--- config.mk ---
export PLATFORM = sky130hd
export DESIGN_NAME = sensor_interface
export DESIGN_NICKNAME = d
export VERILOG_FILES = /design/src/rtl/sensor_interface.sv
export SDC_FILE = /design/constraint.sdc
export NUM_CORES = 1
export LEC_CHECK = 0
export BUFFER_PORTS_ARGS = -buffer_cell sky130_fd_sc_hd__buf_2
export CORE_MARGIN = 2
export CORE_UTILIZATION = 59
export DETAILED_ROUTE_END_ITERATION = 16
export PLACE_DENSITY = 0.84
export SYNTH_ARGS = -nofsm -noshare
export SYNTH_HDL_FRONTEND = slang
export SYNTH_SLANG_ARGS = --single-unit
--- constraint.sdc ---
create_clock -name clk -period 7.9 [get_ports clk]
set_input_delay 1.975 -clock clk [delete_from_list [all_inputs] [get_ports clk]]
set_output_delay 1.975 -clock clk [all_outputs]
set_load 0.05 [all_outputs]
--- src/rtl/sensor_interface.sv ---
// -----------------------------------------------------------------------------
// sensor_interface
//   Front-end conditioning for one unsigned sensor channel.
//   - Qualified samples enter a 2^AVG_LOG2-tap moving-average window.
//   - The filtered value and a threshold decision are published as registers.
//
//   Build option: define SENSOR_HYSTERESIS_EN to give the decision a hysteresis
//   band of HYST below THRESHOLD. The default build uses a plain compare.
// -----------------------------------------------------------------------------
module sensor_interface #(
  parameter int                 DATA_W    = 16,
  parameter int                 AVG_LOG2  = 2,
  parameter logic [DATA_W-1:0]  THRESHOLD = 16'h0080,
  parameter logic [DATA_W-1:0]  HYST      = 16'h0010
) (
  input  logic              clk,
  input  logic              rst,
  input  logic [DATA_W-1:0] sensor_data,
  input  logic              data_valid,
  output logic [DATA_W-1:0] processed_data,
  output logic              decision
);

  localparam int TAPS  = 1 << AVG_LOG2;
  // Sum of TAPS full-scale samples needs AVG_LOG2 extra bits; it cannot overflow.
  localparam int SUM_W = DATA_W + AVG_LOG2;

`ifdef SENSOR_HYSTERESIS_EN
  // Release level, saturated at zero so a large HYST cannot wrap around.
  localparam logic [DATA_W-1:0] RELEASE_LEVEL =
    (THRESHOLD > HYST) ? DATA_W'(THRESHOLD - HYST) : '0;
`endif

  // taps[0] is the newest sample, taps[TAPS-1] the oldest.
  logic [DATA_W-1:0] taps [TAPS];
  logic [SUM_W-1:0]  sum;
  logic [SUM_W-1:0]  sum_next;
  logic [DATA_W-1:0] avg_next;
  logic              decision_next;

  // Next running sum, next average and next decision for the sample on the bus.
  always_comb begin
    // NOTE: every signal driven here gets a value on every path, so no latch is inferred.
    sum_next      = sum + SUM_W'(sensor_data) - SUM_W'(taps[TAPS-1]);
    avg_next      = DATA_W'(sum_next >> AVG_LOG2);
    decision_next = decision;
`ifdef SENSOR_HYSTERESIS_EN
    if (avg_next >= THRESHOLD) begin
      decision_next = 1'b1;
    end else if (avg_next < RELEASE_LEVEL) begin
      decision_next = 1'b0;
    end
`else
    decision_next = (avg_next >= THRESHOLD);
`endif
  end

  // Window, running sum and outputs advance only on qualified samples.
  always_ff @(posedge clk or negedge rst) begin
    if (!rst) begin
      // NOTE: the window is reset tap by tap because the average is defined
      // over a zero-filled window right after reset; it cannot be left as RAM.
      for (int i = 0; i < TAPS; i++) begin
        taps[i] <= '0;
      end
      sum            <= '0;
      processed_data <= '0;
      decision       <= 1'b0;
    end else if (data_valid) begin
      // NOTE: non-blocking assignments let the shift read every old tap value
      // before any of them is overwritten on this edge.
      taps[0] <= sensor_data;
      for (int i = 1; i < TAPS; i++) begin
        taps[i] <= taps[i-1];
      end
      sum            <= sum_next;
      processed_data <= avg_next;
      decision       <= decision_next;
    end
  end

endmodule

Yosys cells after proc, flatten, opt, wreduce, memory -nomap -nowiden
Index checks and enable logic that the tools add are counted.
{ "op_classes": {"addsub": 2, "magnitude_cmp": 1} }
{ "ops": {"columns": ["cell", "count"], "rows": [
  ["$add 18x16->18", 1],
  ["$sub 18x16->18", 1],
  ["$ge 16x8->1 const B", 1]
]} }
{ "word_totals": {"ff_bits": 99, "inputBits": 19} }

Longest topological paths before layout
{ "depth": {"depth_word": 3, "mapped_depth": 13} }

Least setup slack after synthesis
No wires, ideal clock.
{ "synth_timing": {"path_type": "input to register", "startpoint": "input port sensor_data[5]", "endpoint": "register decision", "t_required_ps": 7765, "n_path_buf": 0, "stages": 11, "arrival_ps": 4201, "slack_ps": 3564, "cell_sequence": "inv_1 > fa_1 > inv_1 > ha_1 > a21o_1 > a211o_1 > o2111ai_2 > nand3b_1 > xor2_1 > nor4_1 > a31oi_1"} }
{ "synth_via": {"elab_chain_len": 3} }
{ "synth_rtl": {"columns": ["element", "line", "source"], "rows": [
  ["start: declaration", "18", "input logic [DATA_W-1:0] sensor_data,"],
  ["$add 18x16->18", "44", "sum_next = sum + SUM_W'(sensor_data) - SUM_W'(taps[TAPS-1]);"],
  ["$sub 18x16->18", "44", null],
  ["$ge 16x8->1", "54", "decision_next = (avg_next >= THRESHOLD);"],
  ["end signal: assignment", "78", "decision <= decision_next;"],
  ["end: declaration", "21", "output logic decision"]
]} }
No other way between the ends.
A chain may end at the register's enable or synchronous reset.

Worst setup path in the final report
Ends and elaborated chain as after synthesis.

==> results.toml <==
[timing]
period_needed_ns = 4.43
fmax_mhz = 226
relSlewSlack_pct = 33.6
hold_viol_final = 0
drv_slew = 0
rsz0062_at_grt = "no"
skew_ns = 0.00344
tightest_slew_ns = 0.996
whs_ns = 0.508
tns_ns = 0
finalCritPeriodShare_pct = 56.1
finalSetupViolCount = 0

[synthesis]
synth.most_common_cell = "dfrtp_1"
synth_nets = 465
syn_avg_cell_area_um2 = 11.2
synth_area_leaders = "dfrtp_1 45%, mux2_2 16%, fa_1 7.0%, inv_1 5.5%, ha_1 4.9%"
synth_edf_count = 0
synth_top_area_share_pct = 45.1
syn_area_mm2 = 0.00461
yosysTopAreaCell = "dfrtp_1"
yosys-top-cells-count = "83 x dfrtp_1, 68 x inv_1, 66 x mux2_2, 19 x o21ai_0"
synth_top_flop_cell = "dfrtp_1"
ys_types = 41
ys_ff_latch = 83
synthCells = 412
synthArstFlopShare_pct = 100
seq_area_frac_synth_pct = 45.1
yosysWarnings = 0

[placed_design]
place_inst = 521
hpwl_mm = 5.33
globalplace.congestion = 0.834
port-buffer-count = 35

[floorplanning]
initial_core_util_pct = 60.2
io_pins = 36
num_rows = 32
fp.dieH_um = 92.4
coreArea_mm2 = 0.00765
dieWidth_um = 92.4
die_area_mm2 = 0.00853

[cts]
cts.reportedPaths.clkPinSlew_ns = 0.08
post_cts_buffers = 0
cts_tree = "yes"
insertion_delay_ns = 0.35
cts_max_level = 3
cts_made_buffers = 9
cts.path.max_buffers = 2
holdBufCountCts = 0
clock_sinks = 83
cts-resized-gates = 0
cts-root-buf = "clkbuf_8"

[finish]
syn_to_final_growth_pct = 7.53
nNetsFinal = 483
layout.cells.non_filler = 537
diodes = 0
drive_above_1_share_pct = 28.0

[job]
cap_violations = 0

[drt]
drtIter0Drc = 223
firstDrtPassIters = 5
vias = 2845
ant_nets = 0
drc = 0
wl_per_cell_um = 13.8
via_per_inst = 5.30
drt-total-wl_mm = 7.40

[global_routing]
overflow = 0
use_met3_pct = 4.31
antenna_found_initial = 0
grt_pass1_vias = 2923
grtUsageTotal_pct = 19.4
busiest_layer = "met2"
grt_use_met2_pct = 31.1
grt_pass1_wl_mm = 13.2
grt_util_met1_pct = 26.6
grt_max_degree = 84

[setup_path]
rrSetupSlack_ns = 4.86
cp_top_family = "compound AO/OA/AOI/OAI gates"
path_max_fanout = 5
cp-end-kind = "register"
critPathLaunchType = "input port"
cp_data_arrival_time_ns = 4.65
path_class = "in -> reg"
slowest_stage = "fa_1"
cp_data_required_time_ns = 8.12
critPathBufInv = 3
worstPathCellList = "buf_2 > inv_1 > fa_1 > inv_1 > ha_1 > a21o_1 > a211o_1 > o2111ai_2 > a31oi_1 > xor2_1 > nor4b_1 > a31oi_1"
slowest_delay_ns = 0.53

[hold_path]
hold_path.class = "reg -> reg"

[run_status]
status = "complete, no violations"
==> final cells by class <==
class	count	area (um2)
clock buffer	10	128
clock inverter	6	90.1
fill	579	2700
inverter	68	255
multi-input combinational	232	2090
sequential	83	2080
tap	102	128
timing repair buffer	36	188
==> cells in the final DEF (no fill, tap or decap), types with 2 or more instances in the layout <==
| cell type | instances |
|---|---|
| or2_2 | 2 |
| fa_1 | 16 |
| o211ai_1 | 5 |
| buf_2 | 33 |
| mux2_2 | 66 |
| nand2b_1 | 5 |
| mux2i_1 | 3 |
| xor2_1 | 7 |
| nor3_1 | 4 |
| dfrtp_1 | 83 |
| nand2_1 | 18 |
| o21a_1 | 4 |
| inv_1 | 68 |
| a21o_1 | 7 |
| clkinv_4 | 2 |
| xnor2_1 | 5 |
| a21oi_1 | 18 |
| bufinv_16 | 2 |
| a31oi_1 | 6 |
| ha_1 | 18 |
| and2_1 | 2 |
| a21boi_0 | 2 |
| nand3_1 | 5 |
| buf_4 | 3 |
| o21ai_0 | 19 |
| clkbuf_8 | 9 |
| nor2_1 | 7 |
==> per-stage QoR <==
step | worst slack, ns | area [um2] | utilization (%)
floorplan | 3.56 | 4610 | -
global placement | 3.33 | 4730 | 61.9
detailed placement | 3.14 | 4730 | 61.9
CTS | 3.49 | 4950 | 64.8
global route | 3.39 | 4950 | 64.8
finish | 3.47 | 4950 | 64.8
==> routing by layer <==
layer / part of all wire, % / vias to the layer above
met4: 1.8 / 0
li1: - / 1390
met1: 47 / 1391
met3: 4.0 / 13
met2: 47 / 51
met5: 0 / -
==> cells by family after synthesis <==
| family | share of synthesized area (%) |
|---|---|
| adders and majority gates | 11.8 |
| buffers and inverters | 9.59 |
| and+or+nand+nor | 5.43 |
| muxes | 16.8 |
| xor gates and xnor gates | 2.28 |
| AOI/OAI and AO/OA | 8.97 |
| DFF | 45.1 |
==> worst paths after layout <==
| path | from | end | cells after the start |
|---|---|---|---|
| worst min-delay path | taps[27]$_DFFE_PN0P_ | taps[27]$_DFFE_PN0P_ | 1 |
| worst min register to register | taps[27]$_DFFE_PN0P_ | taps[27]$_DFFE_PN0P_ | 1 |
| min in group asynchronous | rst | taps[50]$_DFFE_PN0P_ | 1 |
| worst max-delay path | sensor_data[5] | decision$_DFFE_PN0P_ | 12 |
| max in group asynchronous | rst | taps[22]$_DFFE_PN0P_ | 1 |
| worst max register to register | taps[0]$_DFFE_PN0P_ | decision$_DFFE_PN0P_ | 12 |
==> registers in the layout, summed over array words and instances, names as in the netlist <==
register	flops
sum	2
taps	64
decision	1
processed_data	16
==> worst register-to-register path, delay by kind of cell (launching register included) <==
| family | cells | cell delay, ns |
|---|---|---|
| compound gates | 4 | 0.83 |
| xor+xnor | 1 | 0.11 |
| fa+ha+maj | 3 | 0.87 |
| buf+inv | 2 | 0.12 |
| flops | 1 | 0.40 |
| simple gates | 2 | 0.59 |
Power is left out: the tool's default activity adds up to more than one toggle a clock period on the data nets, which glitch-free logic cannot reach.
